`config.mk`:
```
export PLATFORM = sky130hd
export DESIGN_NAME = truth_table_sweeper
export DESIGN_NICKNAME = d
export VERILOG_FILES = /design/src/rtl/truth_sweep_pkg.sv /design/src/rtl/truth_table_sweeper_resp_sync.sv /design/src/rtl/truth_table_sweeper.sv
export SDC_FILE = /design/constraint.sdc
export NUM_CORES = 1
export LEC_CHECK = 0
export BUFFER_PORTS_ARGS = -buffer_cell sky130_fd_sc_hd__buf_2
export CORE_ASPECT_RATIO = 1.1
export CORE_MARGIN = 2
export CORE_UTILIZATION = 30
export CTS_CLUSTER_DIAMETER = 100
export DETAILED_ROUTE_END_ITERATION = 8
export PLACE_DENSITY = 0.55
export SYNTH_ARGS = -nofsm -noshare
export SYNTH_HDL_FRONTEND = slang
export SYNTH_SLANG_ARGS = --single-unit
```
`constraint.sdc`:
```
create_clock -name clk -period 4.6 [get_ports clk]
set_input_delay 0.69 -clock clk [delete_from_list [all_inputs] [get_ports clk]]
set_output_delay 0.69 -clock clk [all_outputs]
set_load 0.01 [all_outputs]
```
`src/rtl/truth_sweep_pkg.sv`:
```
// Shared types and constants for the truth-table sweeper: FSM state encoding,
// sample/synchronizer depths and the majority vote used to resolve each row.
package truth_sweep_pkg;

    typedef enum logic [2:0] {
        ST_IDLE,
        ST_DRIVE,
        ST_SETTLE,
        ST_SAMPLE,
        ST_DONE
    } state_t;

    localparam int SAMPLES     = 3;
    localparam int SYNC_STAGES = 2;

    function automatic logic maj3(input logic [2:0] s);
        return (s[0] & s[1]) | (s[0] & s[2]) | (s[1] & s[2]);
    endfunction

endpackage

```
`src/rtl/truth_table_sweeper_resp_sync.sv`:
```
// Multi-flop synchronizer bringing the gate response into the clk domain.
// Reset clears every stage so the sweeper never sees a stale response.
module resp_sync
    import truth_sweep_pkg::*;
#(
    parameter int STAGES = SYNC_STAGES
) (
    input  logic clk,
    input  logic rst_n,
    input  logic d,
    output logic q
);

    logic [STAGES-1:0] ff;

    always_ff @(posedge clk or negedge rst_n) begin
        if (!rst_n) begin
            ff <= '0;
        end else begin
            ff <= {ff[STAGES-2:0], d};
        end
    end

    assign q = ff[STAGES-1];

endmodule

```
`src/rtl/truth_table_sweeper.sv`:
```
// Walks every input row of an N_IN-input gate, waits for it to settle,
// samples the synchronized output three times and reports the truth table.
module truth_table_sweeper
    import truth_sweep_pkg::*;
#(
    parameter int N_IN       = 3,
    parameter int SETTLE_CYC = 4
) (
    input  logic                   clk,
    input  logic                   rst_n,
    input  logic                   start,
    input  logic                   abort,
    output logic [N_IN-1:0]        stim,
    input  logic                   resp,
    output logic                   busy,
    output logic                   done,
    output logic [(1<<N_IN)-1:0]   tt_code,
    output logic [(1<<N_IN)-1:0]   unstable,
    output logic                   tt_valid
);

    localparam int              ROWS        = 1 << N_IN;
    localparam logic [N_IN-1:0] LAST_ROW    = '1;
    // Settle window covers the synchronizer latency on top of the gate settle time.
    localparam logic [8:0]      SETTLE_LAST = 9'(SETTLE_CYC + 1);
    localparam logic [8:0]      SAMPLE_LAST = 9'(SAMPLES - 1);

    state_t               state;
    logic [N_IN-1:0]      row;
    logic [8:0]           cnt;
    logic [SAMPLES-2:0]   smp;
    logic [ROWS-1:0]      acc_code;
    logic [ROWS-1:0]      acc_unst;
    logic                 resp_s;
    logic [SAMPLES-1:0]   smp_all;
    logic [N_IN-1:0]      row_bit;

    resp_sync #(.STAGES(SYNC_STAGES)) u_sync (
        .clk   (clk),
        .rst_n (rst_n),
        .d     (resp),
        .q     (resp_s)
    );

    assign smp_all = {smp, resp_s};
    // Row r lands in bit ROWS-1-r, which for an N_IN-bit row is just its inverse.
    assign row_bit = ~row;

    always_ff @(posedge clk or negedge rst_n) begin
        if (!rst_n) begin
            state    <= ST_IDLE;
            row      <= '0;
            cnt      <= '0;
            smp      <= '0;
            acc_code <= '0;
            acc_unst <= '0;
            stim     <= '0;
            busy     <= 1'b0;
            done     <= 1'b0;
            tt_code  <= '0;
            unstable <= '0;
            tt_valid <= 1'b0;
        end else begin
            done <= 1'b0;
            if (abort && state != ST_IDLE) begin
                state    <= ST_IDLE;
                stim     <= '0;
                busy     <= 1'b0;
                tt_valid <= 1'b0;
            end else begin
                case (state)
                    ST_IDLE: begin
                        if (start && !abort) begin
                            state    <= ST_DRIVE;
                            row      <= '0;
                            stim     <= '0;
                            busy     <= 1'b1;
                            tt_valid <= 1'b0;
                            acc_code <= '0;
                            acc_unst <= '0;
                        end
                    end
                    ST_DRIVE: begin
                        state <= ST_SETTLE;
                        cnt   <= SETTLE_LAST;
                    end
                    ST_SETTLE: begin
                        if (cnt == '0) begin
                            state <= ST_SAMPLE;
                        end else begin
                            cnt <= cnt - 9'd1;
                        end
                    end
                    ST_SAMPLE: begin
                        smp <= smp_all[SAMPLES-2:0];
                        if (cnt == SAMPLE_LAST) begin
                            cnt               <= '0;
                            acc_code[row_bit] <= maj3(smp_all);
                            acc_unst[row_bit] <= !((&smp_all) || !(|smp_all));
                            if (row == LAST_ROW) begin
                                state <= ST_DONE;
                                stim  <= '0;
                                done  <= 1'b1;
                            end else begin
                                state <= ST_DRIVE;
                                row   <= row + 1'b1;
                                stim  <= row + 1'b1;
                            end
                        end else begin
                            cnt <= cnt + 9'd1;
                        end
                    end
                    ST_DONE: begin
                        state    <= ST_IDLE;
                        busy     <= 1'b0;
                        tt_code  <= acc_code;
                        unstable <= acc_unst;
                        tt_valid <= 1'b1;
                    end
                    default: begin
                        state <= ST_IDLE;
                        stim  <= '0;
                        busy  <= 1'b0;
                    end
                endcase
            end
        end
    end

endmodule

```
==> flow_summary.yaml <==
outcome:
  status: "finished, final reports clean"
clock_network:
  cts_buffers: 9
  post_cts_resized: 0
  path_clk_slew_ns: 0.07
  clk_path_buf_depth: 2
  clock_sinks: 57
  cts_hold_buf: 0
  cts_tree: "built"
  clk_latency_ns: 0.34
  htree_levels: 3
  cts_root_buf: "clkbuf_8"
  post_cts_buffers: 0
timing:
  timing.fmax_ghz: 0.437
  period_share_pct: 49.7
  final.setup.tns_ns: 0
  rsz0062_at_grt: "no"
  worst_pin_slew_ns: 0.857
  fin_skew_ns: 0.00830
  setup_violations: 0
  maxSlewViolCount: 0
  fin_crit_ns: 2.29
  max_slew_margin_pct: 42.7
  hold_violations: 0
  holdWs_ns: 0.375
placement:
  dpl-instance-area_um2: 3180
  placement.io_buffers: 26
  placedCellCount: 417
  hpwl_um: 4690
  gp_congestion: 0.849
yosys:
  synthCells: 283
  yosysMostFrequentCell: "dfrtp_1"
  synth-main-ff-cell: "dfrtp_1"
  synth.avg_cell_area_um2: 10.6
  synthTopCellsByArea: "dfrtp_1 47%, mux2_2 6.4%, nand2_1 4.9%"
  synthTopCellsByCount: "57 x dfrtp_1, 39 x nand2_1, 23 x o21ai_0"
  synth_area_um2: 3010
  yosysTopAreaCell: "dfrtp_1"
  synth_seq_cells: 57
  yosys_warnings: 0
  synthDominantCellAreaShare_pct: 47.5
  async_reset_ff_share_pct: 100
  synth_fp_nets: 293
  synth_seq_area_share_pct: 47.5
  ys_types: 56
  synth_edf_count: 0
setup_path:
  crit_type: "flip-flop to flip-flop"
  end_kind: "flip-flop"
  cp_cell_sequence: "inv_1 -> ha_1 -> nor2b_1 -> a41oi_1 -> o21ai_0 -> a22o_1"
  critPathBufInv: 1
  critPathArrivalTime_ns: 2.51
  worstPathMaxFanout: 9
  slowest_delay_ns: 0.62
  cp-start-kind: "flip-flop"
  crit_slowest_cell: "a41oi_1"
  worstPathRequired_ns: 4.82
  critPathTopFamily: "compound AO/OA/AOI/OAI gates"
routing:
  drtAntennaViolNets: 0
  dr.pass1.iters: 4
  routed_wl_um: 6510
  via_per_inst: 5.15
  via_count: 2228
  drt_iter0_drc: 82
  drc: 0
  wire_per_inst_um: 15.0
die:
  initial_core_util_pct: 30.7
  die_w_um: 99.4
  ioPinCount: 27
  die_area_um2: 10800
  chipHeight_um: 109
  row_count: 38
  core_um2: 9790
global_routing:
  grt_max_degree: 58
  grt_pass1_wl_um: 11000
  grt_util_all_layers_pct: 12.8
  grt_pass1_vias: 2114
  grt.overflow.total: 0
  antenna_found_initial: 0
cells_and_area:
  utilization_pct: 34.3
  finalNetCount: 318
  nFillCells: 1016
  final_area_um2: 3360
  fin_cells: 433
  post_route_cells_drive_above_1_share_pct: 25.6
  area_growth_pct: 11.9
  num_antenna_cells: 0
job:
  max_cap_violations: 0
hold_path:
  hp-class: "flip-flop to flip-flop"
pwr:
  p_leak_nw: 1.50
  powerDensity_nw_per_um2: 437
  max-vdd-ir-drop_v: 0.000199
==> cell families after synthesis <==
| kind of cell | after synthesis | share of synthesized area [%] |
|---|---|---|
| AOI/OAI and AO/OA | 73 | 17.4 |
| buffers and inverters | 24 | 5.12 |
| adders and majority gates | 6 | 2.41 |
| and+or+nand+nor | 97 | 18.0 |
| xor gates and xnor gates | 4 | 1.17 |
| muxes | 22 | 8.37 |
| DFF | 57 | 47.5 |
==> routing by layer <==
| layer | routed length [µm] | global-route usage (%) |
|---|---|---|
| met4 | 21 | 2.74 |
| met3 | 318 | 4.10 |
| met2 | 3180 | 20.8 |
| met5 | 0 | 0 |
| met1 | 2990 | 16.8 |
==> flip-flops by register name, summed over array words and instances, names as in the netlist <==
register   cells
acc_code       8
acc_unst       8
busy           1
cnt            9
done           1
row            3
smp            2
state          3
stim           3
tt_code        8
tt_valid       1
u_sync.ff      2
unstable       8
==> path summary, 6_finish.rpt <==
path	startpoint	slack (ns)	cells after the start	end
max reg2reg	cnt[0]	2.31	6	cnt[5]
min reg2reg	u_sync.ff[0]	0.38	0	u_sync.ff[1]
max	cnt[0]	2.31	6	cnt[5]
max in group asynchronous	rst_n	3.64	2	state[0]
min	u_sync.ff[0]	0.38	0	u_sync.ff[1]
min in group asynchronous	rst_n	0.49	2	unstable[1]
==> layout make-up <==
class                   count  area (µm²)  share of cell area [%]
repair buffers             27         138                    4.09
flip-flops and latches     57        1430                    42.4
well taps                 120         150                    4.47
inverters                  11        41.3                    1.23
clock buffers              10         138                    4.09
multi-input cells         202        1430                    42.4
clock inverters             6        43.8                    1.30
==> cells in the final DEF, fill, tap and decap left out, types with 9 or more instances in the layout <==
cell type  Yosys  layout
nor3_1         9       9
nand3_1        9       9
buf_2          2      26
a21oi_1       12      12
o2bb2ai_1     14      14
nor2_1        14      14
o21ai_0       23      23
inv_1         11      11
dfrtp_1       57      57
clkbuf_8       2      10
mux2_2        17      17
nand2_1       39      39
==> stage by stage <==
stage,setup WS (ns),total power [W]
after floorplan,2.60,0.000978
final,2.31,0.00147
after CTS,2.34,0.00149
after detailed placement,2.16,0.00106
after global placement,2.13,0.00106
after global routing,2.12,0.00157
==> power breakdown <==
part / leakage (nW) / total [W] / internal, W / switching [W]
Combinational: 0.646 / 0.000420 / 0.000153 / 0.000267
Sequential: 0.775 / 0.000631 / 0.000547 / 0.0000839
Clock: 0.0805 / 0.000419 / 0.000209 / 0.000210
Power figures use the tool's default switching activity.
